`src/rtl/serial_frame_rx.sv`:
```
// Serial frame receiver: start bit, DATA_BITS data bits LSB first, optional
// parity bit, stop bit. One bit per clock, no oversampling. All state moves
// on the falling clock edge to line up with the upstream flip-flop stage.
module serial_frame_rx #(
   parameter int DATA_BITS  = 8,
   parameter bit PARITY_EN  = 1'b1,
   parameter bit ODD_PARITY = 1'b0
) (
   input  logic                 clk,
   input  logic                 rst,
   input  logic                 din,
   output logic [DATA_BITS-1:0] data_out,
   output logic                 data_valid,
   output logic                 parity_err,
   output logic                 frame_err,
   output logic                 busy
);

   localparam logic [2:0] S_IDLE      = 3'd0;
   localparam logic [2:0] S_DATA      = 3'd1;
   localparam logic [2:0] S_PARITY    = 3'd2;
   localparam logic [2:0] S_STOP      = 3'd3;
   localparam logic [2:0] S_WAIT_HIGH = 3'd4;

   localparam int              CNT_W    = $clog2(DATA_BITS + 1);
   localparam logic [CNT_W-1:0] LAST_BIT = CNT_W'(DATA_BITS - 1);

   logic [2:0]           state;
   logic [2:0]           next_state;
   logic [DATA_BITS-1:0] shift_reg;
   logic [DATA_BITS-1:0] shifted;
   logic [CNT_W-1:0]     bit_cnt;
   logic                 par_mismatch;

   // Next-state decode for the frame sequencer.
   // NOTE: every signal assigned in always_comb gets a default first, so no latch is inferred.
   always_comb begin
      next_state = state;
      case (state)
         S_IDLE:      if (!din) next_state = S_DATA;
         S_DATA:      if (bit_cnt == LAST_BIT) next_state = PARITY_EN ? S_PARITY : S_STOP;
         S_PARITY:    next_state = S_STOP;
         S_STOP:      next_state = din ? S_IDLE : S_WAIT_HIGH;
         S_WAIT_HIGH: if (din) next_state = S_IDLE;
         default:     next_state = S_IDLE;
      endcase
   end

   // Shift register contents after accepting the current line bit at the MSB,
   // so the first data bit ends up in bit 0 once the frame is complete.
   always_comb begin
      shifted                = shift_reg >> 1;
      shifted[DATA_BITS-1]   = din;
   end

   // State register; busy is registered from the next state so it reflects
   // "not in IDLE" in the same cycle the state does.
   // NOTE: sequential state uses non-blocking assignments so all flops update together.
   always_ff @(negedge clk) begin
      if (rst) begin
         state <= S_IDLE;
         busy  <= 1'b0;
      end else begin
         state <= next_state;
         busy  <= (next_state != S_IDLE);
      end
   end

   // Datapath: bit counter, shift register, parity latch and output strobes.
   // NOTE: reset clears every datapath flop so a mid-frame reset leaves no stale word or pulse.
   always_ff @(negedge clk) begin
      if (rst) begin
         shift_reg    <= '0;
         bit_cnt      <= '0;
         par_mismatch <= 1'b0;
         data_out     <= '0;
         data_valid   <= 1'b0;
         parity_err   <= 1'b0;
         frame_err    <= 1'b0;
      end else begin
         data_valid <= 1'b0;
         parity_err <= 1'b0;
         frame_err  <= 1'b0;
         case (state)
            S_IDLE: begin
               bit_cnt      <= '0;
               par_mismatch <= 1'b0;
            end
            S_DATA: begin
               shift_reg <= shifted;
               bit_cnt   <= bit_cnt + 1'b1;
            end
            S_PARITY: begin
               par_mismatch <= (^shift_reg) ^ din ^ ODD_PARITY;
            end
            S_STOP: begin
               if (din) begin
                  data_out   <= shift_reg;
                  data_valid <= 1'b1;
                  parity_err <= PARITY_EN & par_mismatch;
               end else begin
                  frame_err <= 1'b1;
               end
            end
            default: ;
         endcase
      end
   end

endmodule
```
`config.mk`:
```
export PLATFORM = sky130hd
export DESIGN_NAME = serial_frame_rx
export DESIGN_NICKNAME = d
export VERILOG_FILES = /design/src/rtl/serial_frame_rx.sv
export SDC_FILE = /design/constraint.sdc
export NUM_CORES = 1
export LEC_CHECK = 0
export ABC_AREA = 1
export ABC_CLOCK_PERIOD_IN_PS = 1350
export CORE_ASPECT_RATIO = 1.25
export CORE_MARGIN = 3
export CORE_UTILIZATION = 30
export CTS_BUF_LIST = sky130_fd_sc_hd__clkbuf_8
export DETAILED_ROUTE_END_ITERATION = 10
export GPL_TIMING_DRIVEN = 0
export PLACE_DENSITY_LB_ADDON = 0.08
export RECOVER_POWER = 25
export SLEW_MARGIN = 20
export SYNTH_ARGS = -nofsm -noshare
export SYNTH_HDL_FRONTEND = slang
export SYNTH_SLANG_ARGS = --single-unit
export TNS_END_PERCENT = 100
```
`constraint.sdc`:
```
create_clock -name clk -period 1.35 [get_ports clk]
set_input_delay 0.3375 -clock clk [delete_from_list [all_inputs] [get_ports clk]]
set_output_delay 0.3375 -clock clk [all_outputs]
set_load 0.02 [all_outputs]
```
* Yosys cells after proc, flatten, opt, wreduce, memory -nomap -nowiden *
Index checks and enable logic that the tools add are counted.
W data, S select, Z words.

word-level totals
  RAM bits = 0
  bits in read-only memories = 0
  memories kept = 0
  input port bits = 3
  latch bits = 0
  register bits after elaboration = 28

operators by class
  divide/modulo/power cells = 0
  muxes and demuxes = 9
  bitwise logic cells = 3
  magnitude comparators = 0
  reduce and logical (&&, ||, !) cells = 8
  $add $sub $neg = 1
  eq/ne operators = 5
  shifts and indexed selects = 0
  multiply operators = 0

operators with widths
  operator               number
  $pmux W3 S5            1
  $mux W3                4
  $pmux W4 S2            1
  $reduce_xor A8 Y1      1
  $eq A3 B2 Y1 const B   2
  $add A4 B1 Y4 const B  1
  $eq A4 B3 Y1 const B   1
  $reduce_bool A2 Y1     2
  $eq A3 B1 Y1 const B   1
  $eq A3 B3 Y1 const B   1
  $logic_not A3 Y1       1
  $reduce_bool A3 Y1     1
  $reduce_or A3 Y1       1
  $mux W1                2
  $not A1 Y1             2
  $pmux W1 S2            1
  $reduce_and A2 Y1      1
  $reduce_or A2 Y1       1
  $xor A1 B1 Y1          1

* Depth between registers and ports, before layout *
  word-level depth = 4
  gate-level depth with buffers = 10
  mapped depth without buffers = 10

==> flow_summary.yaml <==
placement:
  port_buffers: 13
  post-place-ws_ns: -0.852
  hpwl_microns: 2150
  placed_cell_area_sq_um: 1600
  dpl.cell_count: 243
  place.gp.congestion: 0.815
clock_tree:
  postCtsHoldBufs: 0
  h-tree-depth: 1
  clock-root-buffer: "clkbuf_8"
  clk_path_buf_depth: 2
  clkSlewWorstSetupHoldPaths_ns: 0.04
  numCtsBuffers: 3
  insertion_delay_ns: 0.36
  clock-sinks: 28
  cts_tree: "done"
global_routing:
  grt_pass1_vias: 1296
  grt_max_degree: 17
  track_usage_pct: 12.6
  grt_remaining_overflow: 0
  antenna_found_initial: 0
  grt_pass1_wl_microns: 5160
floorplanning:
  pin_count: 15
  die-area_sq_um: 5140
  coreArea_sq_um: 4130
  std_cell_rows: 26
  die_h_microns: 79.4
  start_util_pct: 31.3
  die_w_microns: 64.7
cells_and_area:
  fin_nets: 224
  layout.cells.non_filler: 275
  insertedDiodeCount: 0
  area_delta_synth_final_pct: 35.1
  drive_above_1_share_pct: 32.4
  design_area_sq_um: 1750
setup_path:
  crit_type: "reg -> out"
  arrival_ns: 1.48
  crit_fanout: 2
  crit_required_ns: 1.01
  cp_slowest_cell: "dfxtp_4"
  path_buf_inv: 1
  startpoint_type: "register"
  crit_family: "flip-flops"
  rrSetupSlack_ns: 0.06
  setup.worst_path.end_class: "output port"
  crit_chain: "buf_6"
  cp_slowest_stage_delay_ns: 0.33
sta:
  tightest_slew_ns: 0.352
  slew-limit-headroom_pct: 76.5
  drv_slew: 0
  finalSetupViolCount: 12
  hold_viol: 0
  rsz0062_at_grt: "true"
  worst_slack_ns: -0.470
  fin_setup_tns_ns: -5.48
  clock-skew-final_ns: 0.0169
  whs_ns: 0.456
synth:
  avgSynthCellArea_sq_um: 7.43
  mappedNetlistNets: 178
  synth.cell_area_sq_um: 1290
  yosysWarnings: 0
  ys_types: 25
  synth-seq-cells: 28
  yosysSeqAreaShare_pct: 43.4
  synth_cells: 174
power:
  p_leak_uw: 0.000818
  power.density_nw_per_um2: 1120
  irDropWorstVdd_mv: 0.467
routing:
  dr_total_vias: 1244
  drc_errors: 0
  antenna_left: 0
  viasPerCell: 4.52
  drt-wirelength-per-cell_microns: 10.8
  drt_iter0_drc: 33
  dr.pass1.iters: 5
  routed_wl_microns: 2960
status:
  violations: "setup timing"
  status: "finished with violations"
min_path:
  hp-class: "reg -> reg"
flow_run:
  drv_cap: 0
power breakdown:
group | leakage (uW) | switching, uW | internal, uW | total, uW
Combinational | 0.000406 | 176 | 106 | 282
Sequential | 0.000237 | 41.1 | 843 | 884
Clock | 0.000175 | 480 | 319 | 799
Total | 0.000818 | 697 | 1270 | 1960
worst register-to-register path: cells and delay by family, from the launching register on:
| kind | cells | cell delay (ns) |
|---|---|---|
| buffers and inverters | 1 | 0.19 |
| and+or+nand+nor | 2 | 0.48 |
| AOI/OAI and AO/OA | 1 | 0.21 |
| DFF | 1 | 0.33 |
cell usage in the layout, fill, tap and decap left out:
| cell | n |
|---|---|
| nand2_1 | 44 |
| inv_1 | 34 |
| nor2_1 | 20 |
| dfxtp_1 | 15 |
| buf_6 | 14 |
| nand3_1 | 11 |
| dfxtp_4 | 11 |
| inv_2 | 10 |
| nand2_2 | 10 |
| a21oi_1 | 10 |
| a211oi_1 | 8 |
| buf_4 | 3 |
| a21oi_2 | 3 |
| nand3_2 | 3 |
| nor3_2 | 3 |
| clkbuf_8 | 3 |
| nand2_4 | 2 |
| a211oi_2 | 2 |
| o21ai_0 | 2 |
| inv_4 | 2 |
| dfxtp_2 | 2 |
| buf_8 | 1 |
| clkbuf_2 | 1 |
| nor3b_2 | 1 |
| nor3_1 | 1 |
| o21ai_1 | 1 |
| a31oi_1 | 1 |
| ha_1 | 1 |
metrics by stage:
stage	utilization, %	total power [uW]
after global routing	42.3	2150
after detailed placement	38.7	1310
after CTS	42.8	2030
final	42.3	1960
after floorplan	-	1250
after global placement	38.7	1310
Yosys cell counts (all sizes together):
library cell | number | area share, %
nor3b | 1 | 0.97
inv | 18 | 5.4
nand2 | 56 | 19
buf | 4 | 1.9
a21oi | 13 | 5.3
nor3 | 4 | 1.5
a31oi | 1 | 0.48
o21ai | 3 | 1.2
clkbuf | 1 | 0.29
dfxtp | 28 | 43
ha | 1 | 0.97
nand3 | 14 | 6.6
nor2 | 20 | 6.4
a211oi | 10 | 6.2
final timing paths:
kind	end	cells after the start	start
max reg2reg	shift_reg[3]	4	state[1]
min	bit_cnt[0]	1	bit_cnt[0]
max	data_out[3]	1	data_out[3]
min reg2reg	bit_cnt[0]	1	bit_cnt[0]
layer usage:
layer | GRT usage (%) | vias up | share of wire (%)
li1 | - | 652 | -
met2 | 21.9 | 26 | 51
met5 | 0 | - | 0
met1 | 12.8 | 562 | 42
met3 | 5.21 | 4 | 5.4
met4 | 6.13 | 0 | 0.85
cell families after synthesis:
group | count (synthesis) | share of synthesized area, %
AO/OA/AOI/OAI | 27 | 13.2
adder cells (fa/ha/maj) | 1 | 0.968
buffers and inverters | 23 | 7.65
flip-flops | 28 | 43.4
AND/OR/NAND/NOR | 95 | 34.8
cell type report:
cell class | count | area [sq um]
well taps | 56 | 70.1
plain buffers | 5 | 50.0
clock inverters | 29 | 111
repair buffers | 14 | 150
multi-input cells | 123 | 653
fillers | 447 | 2380
flip-flops and latches | 28 | 604
clock buffers | 3 | 41.3
inverters | 17 | 66.3
what timing repair did:
action                                  in CTS  in global routing
gates resized for setup                     79                  3
endpoints found under the setup margin      28                 14
pin swaps                                    1                  0
setup buffers                                1                  0
(Power assumes the default switching activity.)
